[config.mk]
export PLATFORM = sky130hd
export DESIGN_NAME = instr_encoder
export DESIGN_NICKNAME = d
export VERILOG_FILES = /design/src/rtl/instr_encoder.sv
export SDC_FILE = /design/constraint.sdc
export NUM_CORES = 1
export LEC_CHECK = 0
export CAP_MARGIN = 30
export CORE_MARGIN = 5
export CORE_UTILIZATION = 32
export DETAILED_ROUTE_END_ITERATION = 10
export HOLD_SLACK_MARGIN = 0.03
export PLACE_DENSITY = 0.64
export SYNTH_ARGS = -nofsm -noshare
export SYNTH_HDL_FRONTEND = slang
export SYNTH_SLANG_ARGS = --single-unit
[constraint.sdc]
create_clock -name clk -period 2.81 [get_ports clk]
set_clock_uncertainty 0.15 [all_clocks]
set_input_delay 0.562 -clock clk [delete_from_list [all_inputs] [get_ports clk]]
set_output_delay 0.562 -clock clk [all_outputs]
set_load 0.01 [all_outputs]
[src/rtl/instr_encoder.sv]
// ============================================================================
// Module      : instr_encoder
// Description : Packs instruction fields into 32-bit words and streams them
//               into instruction memory, one session per start pulse, until
//               an EXIT word is written. Optional field legality checking is
//               enabled by defining INSTR_ENC_CHECK_EN.
//               Opcodes: Rtype=000, Itype=001, Mtype=010, Ctype=011; the Ctype
//               funct3 is in_funct4[2:0] (111=EXIT, 110=SYNC).
// Revision    : 1.0 - initial release
// ============================================================================
`default_nettype none

module instr_encoder #(
    parameter int ADDR_WIDTH = 10,
    parameter int DATA_WIDTH = 32
) (
    input  logic                  clk,
    input  logic                  rst,
    input  logic                  start,
    input  logic [ADDR_WIDTH-1:0] base_addr,
    input  logic                  in_valid,
    output logic                  in_ready,
    input  logic [2:0]            in_op,
    input  logic                  in_pred,
    input  logic [3:0]            in_funct4,
    input  logic [4:0]            in_rd,
    input  logic [4:0]            in_rs1,
    input  logic [4:0]            in_rs2,
    input  logic [13:0]           in_imm,
    output logic                  imem_we,
    output logic [ADDR_WIDTH-1:0] imem_addr,
    output logic [DATA_WIDTH-1:0] imem_wdata,
    input  logic                  imem_ready,
    output logic                  done,
    output logic [ADDR_WIDTH-1:0] count,
    output logic                  err
);

    localparam logic [2:0] c_OP_RTYPE = 3'b000;
    localparam logic [2:0] c_OP_MTYPE = 3'b010;
    localparam logic [2:0] c_OP_CTYPE = 3'b011;
    localparam logic [ADDR_WIDTH-1:0] c_ONE = {{(ADDR_WIDTH-1){1'b0}}, 1'b1};

    typedef enum logic [1:0] {
        S_IDLE   = 2'd0,
        S_ACCEPT = 2'd1,
        S_EMIT   = 2'd2,
        S_DONE   = 2'd3
    } state_t;

    state_t                  r_state;
    logic                    r_in_ready;
    logic                    r_we;
    logic [ADDR_WIDTH-1:0]   r_addr;
    logic [DATA_WIDTH-1:0]   r_wdata;
    logic                    r_done;
    logic [ADDR_WIDTH-1:0]   r_count;
    logic                    r_exit;

    logic [31:0]             w_word;
    logic [DATA_WIDTH-1:0]   w_word_ext;
    logic                    w_ctl_short;
    logic                    w_is_exit;

    // EXIT and SYNC carry no operands: only op, pred and funct4 survive.
    assign w_ctl_short = (in_op == c_OP_CTYPE) && (in_funct4[2:1] == 2'b11);
    assign w_is_exit   = (in_op == c_OP_CTYPE) && (in_funct4[2:0] == 3'b111);

    always_comb begin
        w_word        = '0;
        w_word[31:29] = in_op;
        w_word[28]    = in_pred;
        w_word[13:10] = in_funct4;
        if (in_op == c_OP_RTYPE) begin
            w_word[27:23] = in_rd;
            w_word[22:18] = in_rs1;
            w_word[9:5]   = in_rs2;
        end else if (!w_ctl_short) begin
            w_word[27:23] = in_rd;
            w_word[22:18] = in_rs1;
            w_word[17:14] = in_imm[13:10];
            w_word[9:0]   = in_imm[9:0];
        end
    end

    generate
        if (DATA_WIDTH > 32) begin : g_wide
            assign w_word_ext = {{(DATA_WIDTH-32){1'b0}}, w_word};
        end else begin : g_exact
            assign w_word_ext = w_word[DATA_WIDTH-1:0];
        end
    endgenerate

`ifdef INSTR_ENC_CHECK_EN
    logic r_err;
    logic w_illegal;

    assign w_illegal = (in_op > c_OP_CTYPE)
                    || ((in_op == c_OP_MTYPE) && (in_funct4 > 4'd1))
                    || ((in_op == c_OP_CTYPE) && (in_funct4[2:1] == 2'b10));
    assign err = r_err;

    always_ff @(posedge clk) begin
        if (rst || start) begin
            r_err <= 1'b0;
        end else if (r_state == S_ACCEPT && in_valid && w_illegal) begin
            r_err <= 1'b1;
        end
    end
`else
    logic w_illegal;

    assign w_illegal = 1'b0;
    assign err       = 1'b0;
`endif

    // start has priority over every state, including a pending EMIT.
    always_ff @(posedge clk) begin
        if (rst) begin
            r_state    <= S_IDLE;
            r_in_ready <= 1'b0;
            r_we       <= 1'b0;
            r_addr     <= '0;
            r_wdata    <= '0;
            r_done     <= 1'b0;
            r_count    <= '0;
            r_exit     <= 1'b0;
        end else if (start) begin
            r_state    <= S_ACCEPT;
            r_in_ready <= 1'b1;
            r_we       <= 1'b0;
            r_addr     <= base_addr;
            r_done     <= 1'b0;
            r_count    <= '0;
        end else begin
            case (r_state)
                S_ACCEPT: begin
                    if (in_valid && !w_illegal) begin
                        r_wdata    <= w_word_ext;
                        r_exit     <= w_is_exit;
                        r_we       <= 1'b1;
                        r_in_ready <= 1'b0;
                        r_state    <= S_EMIT;
                    end
                end
                S_EMIT: begin
                    if (imem_ready) begin
                        r_we   <= 1'b0;
                        r_addr <= r_addr + c_ONE;
                        if (r_count != {ADDR_WIDTH{1'b1}}) begin
                            r_count <= r_count + c_ONE;
                        end
                        if (r_exit) begin
                            r_state <= S_DONE;
                            r_done  <= 1'b1;
                        end else begin
                            r_state    <= S_ACCEPT;
                            r_in_ready <= 1'b1;
                        end
                    end
                end
                S_IDLE, S_DONE: begin
                    r_in_ready <= 1'b0;
                    r_we       <= 1'b0;
                end
                default: r_state <= S_IDLE;
            endcase
        end
    end

    assign in_ready   = r_in_ready;
    assign imem_we    = r_we;
    assign imem_addr  = r_addr;
    assign imem_wdata = r_wdata;
    assign done       = r_done;
    assign count      = r_count;

endmodule

`default_nettype wire

Word level (Yosys, flattened, before mapping). Cells that the tools add are included.

$add $sub $neg: 2. Eq/ne operators: 12. Muxes and demuxes: 22. Bitwise gates (word level): 1. Reduce and logical (&&, ||, !) cells: 18.

Operators by type and width (count): $mux W10 (5); $add A10 B1 Y10 const B (2); $reduce_and A3 Y1 (6); $mux W14 (1); $mux W5 (2); $ne A10 B10 Y1 const B (1); $ne A3 B3 Y1 const B (3); $mux W1 (7); $eq A2 B2 Y1 const B (3); $mux W2 (3); $pmux W1 S3 (2); $reduce_bool A2 Y1 (3); $mux W4 (1); $ne A2 B2 Y1 const B (2); $pmux W2 S2 (1); $reduce_and A2 Y1 (2); $reduce_or A2 Y1 (2); $eq A3 B2 Y1 const B (1); $eq A3 B3 Y1 const B (1); $logic_not A3 Y1 (1); $reduce_bool A3 Y1 (1); $eq A2 B1 Y1 const B (1); $logic_and A1 B1 Y1 (2); $logic_not A2 Y1 (1); $not A1 Y1 (1).

Register bits after elaboration: 58. Input bits: 52. Output and inout port bits: 56. Word-level logic and storage cells: 64.

Longest topological paths before layout. Gate-level depths: netlist (run 1).

Depth in word-level cells: 4. Depth in mapped cells: 5. Mapped depth without buffers: 5.

Least setup slack after synthesis (run 1). OpenSTA, ideal clock, no wires.

Path type: input-to-reg. Start point: input port in_op[0]. End point: register r_wdata[9] (netlist: imem_wdata[9]). Library setup time: 0.132 ns. Arrival: 1.574 ns. Data required time: 2.528 ns. Path slack: 0.954 ns. Stages on the path: 5. Buffers on the path: 1. Cell sequence: or2_2 a21o_1 buf_2 a221oi_1 nor3_1.

Cells in the longest elaborated chain, start to end: 4. Elaborated cells on any way between the ends: 5. Classes of those cells: eq/ne (1); mux (2); reduce/logical (2).

RTL lines: from (decl) (line 23) `input logic [2:0] in_op,`; $eq A3 B2 Y1 (line 66) `assign w_ctl_short = (in_op == c_OP_CTYPE) && (in_funct4[2:1] == 2'b11);`; $logic_and A1 B1 Y1 (line 66); $mux W10 (line 78) `end else if (!w_ctl_short) begin`; $mux W5 * (line 74) `if (in_op == c_OP_RTYPE) begin`; to (signal assigned) (line 139) `r_wdata <= w_word_ext;`; to (decl) (line 55) `logic [DATA_WIDTH-1:0] r_wdata;`.

Every way passes the cells marked *; elsewhere a longest branch is shown, timed or not. A chain may end at the register's enable or synchronous reset.

Final worst setup path (run 1).
Start point: register r_count[4] (netlist: count[4]). End point: output port count[4].

RTL lines: from (decl) (line 57) `logic [ADDR_WIDTH-1:0] r_count;`; from (signal assigned) (line 151) `r_count <= r_count + c_ONE;`; to (decl) (line 35) `output logic [ADDR_WIDTH-1:0] count,`.

No word-level cell between the ends.

==> results.sh, run 1 <==
export IMPL_ys_warn_count=0
export IMPL_cts_made_buffers=9
export IMPL_syn_area_sq_um=2520
export IMPL_utilization=0.500
export IMPL_seq_area_frac_synth=0.461
export IMPL_fin_crit_sh=0.751
export IMPL_tns_ps=0
export IMPL_syn_avg_cell_area_sq_um=8.29
export IMPL_synth_distinct_cells=47
export IMPL_use_met3=0.0722
export IMPL_path_cells="clkdlybuf4s50_1"
export IMPL_final_layout_size_suffix_gt1_frac=0.0657
export IMPL_yosys_top_cells_count="dfxtp_1 (58), nand2_1 (43), a21oi_1 (40), nand3_1 (26), nor2_1 (18)"
export IMPL_viasPerCell=4.94
export IMPL_dpl_cell_area_sq_um=3670
export IMPL_power_frac_comb=0.130
export IMPL_grt_setup_unrepaired="no"
export IMPL_setup_viol=0
export IMPL_cp_required_ps=2100
export IMPL_cts_clk_slew_worst_paths_ps=60
export IMPL_synth_main_ff_cell="dfxtp_1"
export IMPL_async_flop_share=0
export IMPL_max_stage_delay_ps=590
export IMPL_p_per_area_nw_per_um2=462
export IMPL_min_period_ps=2110
export IMPL_grt_pass1_wl_microns=12000
export IMPL_layout_nets=461
export IMPL_crit_family="buffers and inverters"
export IMPL_seq_power_share=0.490
export IMPL_hpwl_microns=5170
export IMPL_max_freq_ghz=0.474
export IMPL_fillers=771
export IMPL_htree_levels=3
export IMPL_place_congestion=0.824
export IMPL_power_frac_clock=0.380
export IMPL_tritoncts="yes"
export IMPL_grt_busiest_layer="met2"
export IMPL_cpMaxStageDelayCell="clkdlybuf4s50_1"
export IMPL_switchingPower_w=0.000432
export IMPL_multi_input_area_sq_um=1240
export IMPL_grt_ovfl_total=0
export IMPL_grt_antenna_before_repair=0
export IMPL_synth_edf_count=0
export IMPL_clockBufferDepth=2
export IMPL_numPortBuffers=106
export IMPL_chipHeight_microns=98.7
export IMPL_synth_area_leader_cell="dfxtp_1"
export IMPL_grt_use_met2=0.228
export IMPL_max_cap_viol_count=0
export IMPL_wirelength_microns=7230
export IMPL_drt_pass1_iter_count=5
export IMPL_syn_nets=358
export IMPL_cts_root_buf="clkbuf_8"
export IMPL_crit_buf_inv=1
export IMPL_grtUsageMet1=0.184
export IMPL_syn2layout_area_growth_pct=52.5
export IMPL_power_total_w=0.00178
export IMPL_intPower_w=0.00134
export IMPL_cts_setup_buffers=0
export IMPL_final_hold_viol_count=0
export IMPL_finalMaxSlewViolations=0
export IMPL_num_vias=2534
export IMPL_grt_usage=0.150
export IMPL_initial_core_util=0.328
export IMPL_register_area_sq_um=1160
export IMPL_synth_cells=304
export IMPL_synth_top_area_frac=0.461
export IMPL_cts_sinks=58
export IMPL_diodes=0
export IMPL_cp_start_kind="flip-flop"
export IMPL_drtIter0Drc=89
export IMPL_holdBufCountCts=0
export IMPL_status="finished clean"
export IMPL_cts_resized=0
export IMPL_switching_share=0.243
export IMPL_critical_path_class="reg2out"
export IMPL_final_area_sq_um=3840
export IMPL_ant_nets=0
export IMPL_p_leak_nw=1.34
export IMPL_whs_ps=302
export IMPL_grt_pass1_vias=2477
export IMPL_rows=32
export IMPL_cp_end_kind="primary output"
export IMPL_grt_max_degree=35
export IMPL_dieArea_sq_um=9750
export IMPL_drc=0
export IMPL_synth_seq_cells=58
export IMPL_synth_most_common_cell="dfxtp_1"
export IMPL_dieWidth_microns=98.7
export IMPL_cp_max_fo=9
export IMPL_core_area_sq_um=7690
export IMPL_ys_top_cells_by_area="dfxtp_1 (46%), a21oi_1 (7.9%), nand2_1 (6.4%)"
export IMPL_drt_wirelength_per_cell_microns=14.1
export IMPL_critical_path_arrival_ps=1400
export IMPL_num_io_pins=108
export IMPL_insertion_delay_ps=320
export IMPL_max_vdd_ir_drop_v=0.000196
export IMPL_hp_class="reg2reg"
==> worst paths after layout <==
check / depth (start not counted) / end / slack, ps / startpoint
worst max-delay path: 1 / count[4] / 700 / count[4]$_SDFFE_PP0P_
worst min-delay path: 2 / imem_wdata[14]$_SDFFE_PP0P_ / 300 / imem_wdata[14]$_SDFFE_PP0P_
worst max register to register: 5 / count[8]$_SDFFE_PP0P_ / 970 / count[0]$_SDFFE_PP0P_
worst min register to register: 2 / imem_wdata[14]$_SDFFE_PP0P_ / 300 / imem_wdata[14]$_SDFFE_PP0P_
==> flip-flops by register name (all words and copies together) (netlist names) <==
name	flops
imem_wdata	32
count	10
imem_addr	10
r_state	2
done	1
imem_we	1
in_ready	1
r_exit	1
==> power by group through the flow <==
stage          clock [W]  sequential (W)  combinational [W]
2_1_floorplan          0        0.000896          0.0000794
5_1_grt         0.000733        0.000875           0.000251
4_1_cts         0.000696        0.000871           0.000233
3_3_place_gp           0        0.000888           0.000231
3_5_place_dp           0        0.000889           0.000232
6_report        0.000676        0.000871           0.000230
==> stage by stage <==
stage	worst slack, ps	cells
floorplan	954	304
global placement	447	498
detailed placement	422	498
CTS	681	513
global route	622	513
finish	700	513
==> cell type report <==
type | instances | share of cell area
clock inverters | 3 | 0.00391
multi-input cells | 218 | 0.323
inverters | 8 | 0.00781
clock buffers | 12 | 0.0404
repair buffers | 112 | 0.290
flip-flops and latches | 58 | 0.302
well taps | 102 | 0.0332
==> cells in the final DEF (no fill, tap or decap), drive strengths merged, types with 5 or more instances in the layout <==
cell	n
nand4	6
o21a	5
nor2	18
a221oi	5
nor3	10
clkbuf	12
inv	8
nor2b	6
buf	7
o21ai	5
clkdlybuf4s50	105
a21oi	40
nand2	43
nand3	26
xnor2	5
dfxtp	58
==> cells by family (layout without fill, tap and decap cells) <==
logic type,Yosys count,in the layout,synth area share
AOI/OAI and AO/OA,72,72,0.176
xor gates and xnor gates,9,9,0.0313
adders and majority gates,2,2,0.00993
buffers and inverters,28,135,0.0467
DFF,58,58,0.461
muxes,5,5,0.0204
other,1,1,0.00149
and+or+nand+nor,129,129,0.253
==> per-layer routing <==
metal | vias to the layer above | wire (microns) | share of wire
met3 | 4 | 803 | 0.11
met2 | 112 | 3270 | 0.45
met5 | - | 0 | 0
met4 | 0 | 30 | 0.0041
li1 | 1281 | - | -
met1 | 1137 | 3120 | 0.43
No activity file was read; power rests on OpenSTA's default activity.
==> inputs of run 2 (changes only) <==
--- a/config.mk
+++ b/config.mk
@@ -10,7 +10,7 @@
 export CORE_UTILIZATION = 32
 export DETAILED_ROUTE_END_ITERATION = 10
 export HOLD_SLACK_MARGIN = 0.03
-export PLACE_DENSITY = 0.64
+export PLACE_DENSITY = 0.67
 export SYNTH_ARGS = -nofsm -noshare
 export SYNTH_HDL_FRONTEND = slang
 export SYNTH_SLANG_ARGS = --single-unit
==> constraint.sdc (replaced) <==
create_clock -name clk -period 1.78 [get_ports clk]
set_clock_uncertainty 0.15 [all_clocks]
set_input_delay 0.356 -clock clk [delete_from_list [all_inputs] [get_ports clk]]
set_output_delay 0.356 -clock clk [all_outputs]
set_load 0.01 [all_outputs]
==> run 2 against run 1 <==
  * Clock-buffer cell count unchanged
  * Hold slack worse by 81 ps
  * Critical path depth increased by 4
  * Via count grew 5.2%
  * Flip-flop and latch count stayed put
  * Cell area grew 5.6%
  * Sequential share of layout area is 1.4 points lower
  * Non-clock buffer count rose by 22
  * Die area unchanged
  * Largest power group unchanged
==> results.sh, run 2 (synthesis gave the netlist of run 1 again) <==
export IMPL_status="finished clean"
export IMPL_cts_made_buffers=9
export IMPL_grt_usage=0.152
export IMPL_min_period_ps=1730
export IMPL_layout_nets=483
export IMPL_p_per_area_nw_per_um2=696
export IMPL_cpMaxStageDelayCell="clkdlybuf4s50_1"
export IMPL_drt_pass1_iter_count=4
export IMPL_critical_path_class="in2reg"
export IMPL_whs_ps=220
export IMPL_grt_pass1_wl_microns=11900
export IMPL_syn2layout_area_growth_pct=61.1
export IMPL_insertion_delay_ps=330
export IMPL_hpwl_microns=5630
export IMPL_cts_clk_slew_worst_paths_ps=60
export IMPL_layout_commonest_cell="clkdlybuf4s50_1"
export IMPL_path_cells="clkdlybuf4s50_1 -> or2_2 -> a21o_2 -> a221oi_1 -> nor3_1"
export IMPL_largest_register_ffs=32
export IMPL_clockBufferDepth=2
export IMPL_initial_core_util=0.328
export IMPL_critical_path_arrival_ps=1790
export IMPL_cp_max_fo=8
export IMPL_cts_sinks=58
export IMPL_max_vdd_ir_drop_v=0.000417
export IMPL_final_layout_size_suffix_gt1_frac=0.139
export IMPL_grt_antenna_before_repair=0
export IMPL_wirelength_microns=7580
export IMPL_finalMaxSlewViolations=0
export IMPL_tns_ps=0
export IMPL_dpl_cell_area_sq_um=3860
export IMPL_final_area_sq_um=4060
export IMPL_setup_viol=0
export IMPL_place_congestion=0.845
export IMPL_fillers=740
export IMPL_num_vias=2667
export IMPL_grt_pass1_vias=2566
export IMPL_holdBufCountCts=0
export IMPL_final_hold_viol_count=0
export IMPL_cp_required_ps=1840
export IMPL_dieWidth_microns=98.7
export IMPL_chipHeight_microns=98.7
export IMPL_mostFrequentLayoutCells="clkdlybuf4s50_1 (79), dfxtp_1 (51), nand2_1 (43)"
export IMPL_hp_class="in2reg"
export IMPL_register_area_sq_um=1170
export IMPL_numPortBuffers=106
export IMPL_utilization=0.528
export IMPL_ant_nets=0
export IMPL_tritoncts="yes"
export IMPL_cp_start_kind="input pin"
export IMPL_multi_input_area_sq_um=1260
export IMPL_fin_crit_sh=0.971
export IMPL_num_io_pins=108
export IMPL_viasPerCell=4.99
export IMPL_grt_ovfl_total=0
export IMPL_cts_setup_buffers=0
export IMPL_rows=32
export IMPL_max_stage_delay_ps=430
export IMPL_grt_max_degree=40
export IMPL_cts_root_buf="clkbuf_8"
export IMPL_drc=0
export IMPL_drt_wirelength_per_cell_microns=14.2
export IMPL_htree_levels=3
export IMPL_core_area_sq_um=7690
export IMPL_dieArea_sq_um=9750
export IMPL_max_cap_viol_count=0
export IMPL_p_leak_nw=1.68
export IMPL_diodes=0
export IMPL_max_freq_ghz=0.578
export IMPL_cp_end_kind="flip-flop"
export IMPL_reg2reg_slack_ps=80
export IMPL_drtIter0Drc=68
## run 2: changes by cell type in the layout (fill, tap and decap cells not counted), sizes merged
cell / previous run / this run
dlymetal6s2s: 0 / 9
buf: 7 / 29
clkdlybuf4s50: 105 / 79
dlygate4sd2: 0 / 17
## run 2: area by class of cell
type / instances / area share
Tap cell: 102 / 0.0314
Clock buffer: 12 / 0.0382
Multi-Input combinational cell: 218 / 0.310
Clock inverter: 3 / 0.00370
Timing Repair Buffer: 134 / 0.321
Inverter: 8 / 0.00740
Sequential cell: 58 / 0.288
## run 2: metrics by stage
| stage | total power (W) | worst slack, ps | cells |
|---|---|---|---|
| finish | 0.00283 | 51.1 | 535 |
| global route | 0.00297 | -0.497 | 535 |
| global placement | 0.00180 | -275 | 520 |
| floorplan | 0.00154 | 74.3 | 304 |
| CTS | 0.00287 | 3.14 | 535 |
| detailed placement | 0.00180 | -352 | 520 |
## run 2: worst paths after layout
| check | from | endpoint | cells past startpoint |
|---|---|---|---|
| worst min register to register | imem_wdata[22]$_SDFFE_PP0P_ | imem_wdata[22]$_SDFFE_PP0P_ | 2 |
| worst max register to register | count[0]$_SDFFE_PP0P_ | count[9]$_SDFFE_PP0P_ | 5 |
| worst max-delay path | in_op[0] | imem_wdata[8]$_SDFFE_PP0P_ | 5 |
| worst min-delay path | rst | imem_wdata[26]$_SDFFE_PP0P_ | 2 |
## run 2: repair_timing
action / in CTS / in global routing
cloned: 0 / 0
pin swaps: 0 / 1
setup endpoints to repair: 20 / 16
gates resized for setup: 24 / 13
## run 2: worst max-delay path: cells and delay by family
| kind | cells | cell delay (ps) |
|---|---|---|
| AND/OR/NAND/NOR | 2 | 400 |
| AO/OA/AOI/OAI | 2 | 610 |
| buffers and inverters | 1 | 430 |
## run 2: routing by layer
| layer | routed length [microns] | vias to the layer above | track usage |
|---|---|---|---|
| met5 | 0 | - | 0 |
| met4 | 133 | 0 | 0.0714 |
| met3 | 821 | 12 | 0.0736 |
| met2 | 3430 | 106 | 0.229 |
| met1 | 3190 | 1228 | 0.181 |
| li1 | - | 1321 | - |
## run 2: where the power goes
part           internal [W]  switching (W)
sequential          0.00134      0.0000288
combinational      0.000234       0.000162
clock              0.000566       0.000497
